`config.mk`:
```
export PLATFORM = sky130hd
export DESIGN_NAME = mem_stage
export DESIGN_NICKNAME = d
export VERILOG_FILES = /design/src/rtl/mem_stage.sv
export SDC_FILE = /design/constraint.sdc
export NUM_CORES = 1
export LEC_CHECK = 0
export BUFFER_PORTS_ARGS = -buffer_cell sky130_fd_sc_hd__clkbuf_2
export CAP_MARGIN = 20
export CORE_ASPECT_RATIO = 1.2
export CORE_UTILIZATION = 30
export DETAILED_ROUTE_END_ITERATION = 12
export GPL_TIMING_DRIVEN = 1
export PLACE_DENSITY = 0.72
export SYNTH_ARGS = -nofsm -noshare
export SYNTH_HDL_FRONTEND = slang
export SYNTH_SLANG_ARGS = --single-unit
```
`constraint.sdc`:
```
create_clock -name clk_i -period 3.75 [get_ports clk_i]
set_input_delay 0.5625 -clock clk_i [delete_from_list [all_inputs] [get_ports clk_i]]
set_output_delay 0.5625 -clock clk_i [all_outputs]
set_load 0.02 [all_outputs]
```
`src/rtl/mem_stage.sv`:
```
// Pipeline MEM stage: pass-through for ALU ops, FSM-driven word bus access for loads/stores.
// Optional alignment trap enabled by defining MEM_ALIGN_CHECK_EN (adds misalign_o).
module mem_stage #(
  parameter int ADDR_W = 32,
  parameter int DATA_W = 32
) (
  input  logic              clk_i,
  input  logic              rst_i,
  input  logic [4:0]        mem_wd_i,
  input  logic              mem_wreg_i,
  input  logic [DATA_W-1:0] mem_wdata_i,
  input  logic [3:0]        mem_op_i,
  input  logic [ADDR_W-1:0] mem_addr_i,
  input  logic [DATA_W-1:0] mem_sdata_i,
  output logic              bus_req_o,
  output logic              bus_we_o,
  output logic [ADDR_W-1:0] bus_addr_o,
  output logic [3:0]        bus_be_o,
  output logic [DATA_W-1:0] bus_wdata_o,
  input  logic [DATA_W-1:0] bus_rdata_i,
  input  logic              bus_ack_i,
  output logic              stall_req_o,
  output logic [4:0]        wb_wd_o,
  output logic              wb_wreg_o,
  output logic [DATA_W-1:0] wb_wdata_o
`ifdef MEM_ALIGN_CHECK_EN
  ,
  output logic              misalign_o
`endif
);

  localparam logic [3:0] OP_LB = 4'd1, OP_LBU = 4'd2, OP_LH = 4'd3, OP_LHU = 4'd4,
                         OP_LW = 4'd5, OP_SB  = 4'd6, OP_SH = 4'd7, OP_SW  = 4'd8;

  typedef enum logic [1:0] {IDLE, ACCESS, DONE} state_t;

  state_t            state_q, state_d;
  logic [DATA_W-1:0] rdata_q;

  logic              is_load, is_store, is_mem, misal;
  logic [1:0]        a;
  logic [3:0]        be;
  logic [DATA_W-1:0] st_data, ld_data;
  logic [7:0]        byte_v;
  logic [15:0]       half_v;

  assign a        = mem_addr_i[1:0];
  assign is_load  = (mem_op_i >= OP_LB) && (mem_op_i <= OP_LW);
  assign is_store = (mem_op_i >= OP_SB) && (mem_op_i <= OP_SW);
  assign is_mem   = is_load || is_store;

`ifdef MEM_ALIGN_CHECK_EN
  assign misal = (((mem_op_i == OP_LH) || (mem_op_i == OP_LHU) || (mem_op_i == OP_SH)) && a[0]) ||
                 (((mem_op_i == OP_LW) || (mem_op_i == OP_SW)) && (a != 2'b00));
`else
  assign misal = 1'b0;
`endif

  always_comb begin
    be      = 4'b1111;
    st_data = mem_sdata_i;
    case (mem_op_i)
      OP_SB: begin
        be      = 4'b0001 << a;
        st_data = {4{mem_sdata_i[7:0]}};
      end
      OP_SH: begin
        be      = a[1] ? 4'b1100 : 4'b0011;
        st_data = {2{mem_sdata_i[15:0]}};
      end
      default: ;
    endcase
  end

  // Low address bits pick the lane even when misaligned.
  assign byte_v = rdata_q[{a, 3'b000} +: 8];
  assign half_v = a[1] ? rdata_q[31:16] : rdata_q[15:0];

  always_comb begin
    case (mem_op_i)
      OP_LB:   ld_data = {{24{byte_v[7]}}, byte_v};
      OP_LBU:  ld_data = {24'b0, byte_v};
      OP_LH:   ld_data = {{16{half_v[15]}}, half_v};
      OP_LHU:  ld_data = {16'b0, half_v};
      default: ld_data = rdata_q;
    endcase
  end

  always_comb begin
    state_d     = state_q;
    bus_req_o   = 1'b0;
    bus_we_o    = 1'b0;
    bus_addr_o  = '0;
    bus_be_o    = '0;
    bus_wdata_o = '0;
    stall_req_o = 1'b0;
    wb_wd_o     = '0;
    wb_wreg_o   = 1'b0;
    wb_wdata_o  = '0;
`ifdef MEM_ALIGN_CHECK_EN
    misalign_o  = 1'b0;
`endif
    // Outputs are forced low combinationally while reset is held.
    if (rst_i) begin
      case (state_q)
        IDLE: begin
          if (!is_mem) begin
            wb_wd_o    = mem_wd_i;
            wb_wreg_o  = mem_wreg_i;
            wb_wdata_o = mem_wdata_i;
          end else begin
            stall_req_o = 1'b1;
            state_d     = misal ? DONE : ACCESS;
          end
        end
        ACCESS: begin
          bus_req_o   = 1'b1;
          stall_req_o = 1'b1;
          bus_we_o    = is_store;
          bus_addr_o  = {mem_addr_i[ADDR_W-1:2], 2'b00};
          bus_be_o    = be;
          bus_wdata_o = is_store ? st_data : '0;
          if (bus_ack_i) state_d = DONE;
        end
        DONE: begin
          state_d = IDLE;
          wb_wd_o = mem_wd_i;
          if (is_load && !misal) begin
            wb_wreg_o  = mem_wreg_i;
            wb_wdata_o = ld_data;
          end
`ifdef MEM_ALIGN_CHECK_EN
          misalign_o = misal;
`endif
        end
        default: state_d = IDLE;
      endcase
    end
  end

  always_ff @(posedge clk_i or negedge rst_i) begin
    if (!rst_i) begin
      state_q <= IDLE;
      rdata_q <= '0;
    end else begin
      state_q <= state_d;
      if (state_q == ACCESS && bus_ack_i) rdata_q <= bus_rdata_i;
    end
  end

endmodule

```
==> impl_metrics.env <==
export IMPL_wire_per_inst_um=17.7
export IMPL_drcViolationCount=0
export IMPL_critPathKind="flop to output pin"
export IMPL_numClockSinks=34
export IMPL_grt_setup_unrepaired="false"
export IMPL_drt_iter0_drc=152
export IMPL_synth_cells=394
export IMPL_cts_root_buf="clkbuf_16"
export IMPL_fin_setup_tns_ps=0
export IMPL_fp_dieH_um=118
export IMPL_start_kind="flop"
export IMPL_yosysWarnings=0
export IMPL_hold_viol_final=0
export IMPL_cts_tree="built"
export IMPL_grt_pass1_vias=3764
export IMPL_antenna_found_initial=0
export IMPL_r2r_worst_path_cells=3
export IMPL_drive_above_1_share_pct=50.2
export IMPL_synth_async_reset_ratio_pct=100
export IMPL_io_pins=250
export IMPL_vias=4112
export IMPL_start_util_pct=30.7
export IMPL_cts_max_level=2
export IMPL_crit_required_ps=3190
export IMPL_synth_top_flop_cell="dfrtp_1"
export IMPL_grt_max_degree=39
export IMPL_syn_to_final_growth_pct=42.1
export IMPL_max_cap_violations=0
export IMPL_ys_seq_elements=34
export IMPL_avgViaCountPerCell=5.48
export IMPL_synth_most_common_cell="nor2_1"
export IMPL_r2r_start="state_q[0]"
export IMPL_synth_area_top_cells="dfrtp_1 25%, mux2_2 11%, o2bb2ai_1 8.0%"
export IMPL_hpwl_um=10600
export IMPL_port_buffers=247
export IMPL_worst_endpoint_arrival_ps=2680
export IMPL_grt_pass1_wl_um=20100
export IMPL_hold_path_class="input port to asynchronous set/reset pin"
export IMPL_coreArea_um2=11000
export IMPL_period_minus_slack_ps=3240
export IMPL_synth_edf_count=0
export IMPL_status="complete, no violations"
export IMPL_holdBufCountCts=0
export IMPL_vdd_drop_max_mv=0.309
export IMPL_yosys_area_top_type="dfrtp_1"
export IMPL_overflow=0
export IMPL_synth_cell_types=50
export IMPL_avgSynthCellArea_um2=8.57
export IMPL_clkLatencyLatePin_ps=270
export IMPL_dr_pass1_iters=4
export IMPL_fin_worst_skew_ps=1.84
export IMPL_diodes=0
export IMPL_post_route_period_util_pct=86.4
export IMPL_slew_headroom_pct=35.5
export IMPL_gp_congestion=0.877
export IMPL_cts_setup_buffers=0
export IMPL_postRouteAntennaNets=0
export IMPL_cts_buffers=5
export IMPL_leakage_uw=0.00246
export IMPL_setup_viol=0
export IMPL_r2r_end="rdata_q[12]"
export IMPL_yosys_top_cells_count="37 x nor2_1, 34 x dfrtp_1, 32 x mux2_2"
export IMPL_finalMaxSlewViolations=0
export IMPL_fin_util_pct=43.7
export IMPL_nNetsFinal=760
export IMPL_synth_seq_area_share_pct=25.2
export IMPL_rows=42
export IMPL_die_area_um2=11700
export IMPL_netlist_area_um2=3380
export IMPL_wl_um=13300
export IMPL_clkTransAtPathRegs_ps=50
export IMPL_grt_use_total_pct=22.0
export IMPL_pwr_density_cell_nw_per_um2=438
export IMPL_worstSetupEndpointType="output pin"
export IMPL_cts_repair_resized=0
export IMPL_yosysTopAreaCellShare_pct=25.2
export IMPL_tightestPinTransition_ps=968
export IMPL_fp_dieW_um=98.8
export IMPL_fmax_mhz=308
export IMPL_critPathMaxFanout=38
export IMPL_r2r_slack_ps=1380
export IMPL_cts_buffer_depth=2
export IMPL_fin_hold_ws_ps=223
## worst max-delay path: stages (launching register included)
cell and delay, ps:
dfrtp_1 740, nand4bb_1 420, nor3b_2 480, buf_4 250, o221ai_1 150, o2bb2ai_1 170
clkbuf_2 190
## stage by stage
step	instance area, um^2	setup WS [ps]	cells	power [uW]
finish	4800	508	751	2100
global route	4800	285	751	2220
CTS	4800	532	751	2100
detailed placement	4660	593	744	1700
global placement	4660	717	744	1680
floorplan	3380	1130	395	1340
## sequential cells by signal, indices dropped and copies added, names as in the netlist
register	count
rdata_q	32
state_q	2
## power breakdown
part           internal, uW  leakage (uW)  total [uW]  switching (uW)
sequential              548      0.000401         810             261
combinational           451       0.00199         902             451
clock                   240     0.0000694         392             153
total                  1240       0.00246        2100             865
## routing by layer
layer | vias up | wire, um | global-route usage, %
met4 | 0 | 237 | 5.60
met3 | 21 | 1020 | 3.19
li1 | 1931 | - | -
met1 | 1957 | 4910 | 25.4
met5 | - | 0 | 0
met2 | 203 | 7140 | 41.7
## cell families after synthesis
logic type	count (synthesis)	synth area share (%)
buffers and inverters	48	7.15
multiplexers	50	19.0
AND/OR/NAND/NOR	127	20.2
other	1	0.111
AO/OA/AOI/OAI	132	27.8
XOR/XNOR	2	0.519
flip-flops	34	25.2
## how the worst max path moves through the flow
stage / slack [ps] / depth (start not counted) / end / startpoint
2_1_floorplan: 1130 / 6 / bus_wdata_o[27] / rst_i
3_3_place_gp: 720 / 7 / bus_wdata_o[6] / mem_op_i[1]
3_5_place_dp: 590 / 7 / bus_wdata_o[0] / mem_op_i[1]
4_1_cts: 530 / 6 / wb_wdata_o[6] / state_q[0]
5_1_grt: 280 / 6 / wb_wdata_o[0] / state_q[0]
6_report: 510 / 6 / wb_wdata_o[6] / state_q[0]
## final cells by class
cell class	count	area (um^2)
Fill cell	1118	6180
Multi-Input combinational cell	313	2290
Timing Repair Buffer	258	1330
Sequential cell	34	851
Tap cell	132	165
Clock buffer	5	125
Inverter	7	26.3
Clock inverter	2	10.0
## cell usage in the layout, fill, tap and decap left out, drive strengths merged, types with 8 or more instances in the layout
| cell type | netlist | layout |
|---|---|---|
| clkbuf | 14 | 252 |
| nor2 | 37 | 37 |
| dfrtp | 34 | 34 |
| mux2 | 32 | 32 |
| a21oi | 32 | 32 |
| o2bb2ai | 31 | 31 |
| and3 | 30 | 30 |
| nand2 | 28 | 28 |
| o21ai | 24 | 24 |
| and2 | 14 | 14 |
| buf | 27 | 11 |
| mux2i | 10 | 10 |
| a211oi | 9 | 9 |
| mux4 | 8 | 8 |
| o221ai | 8 | 8 |
Note: power is estimated with default switching activity, not from simulation.
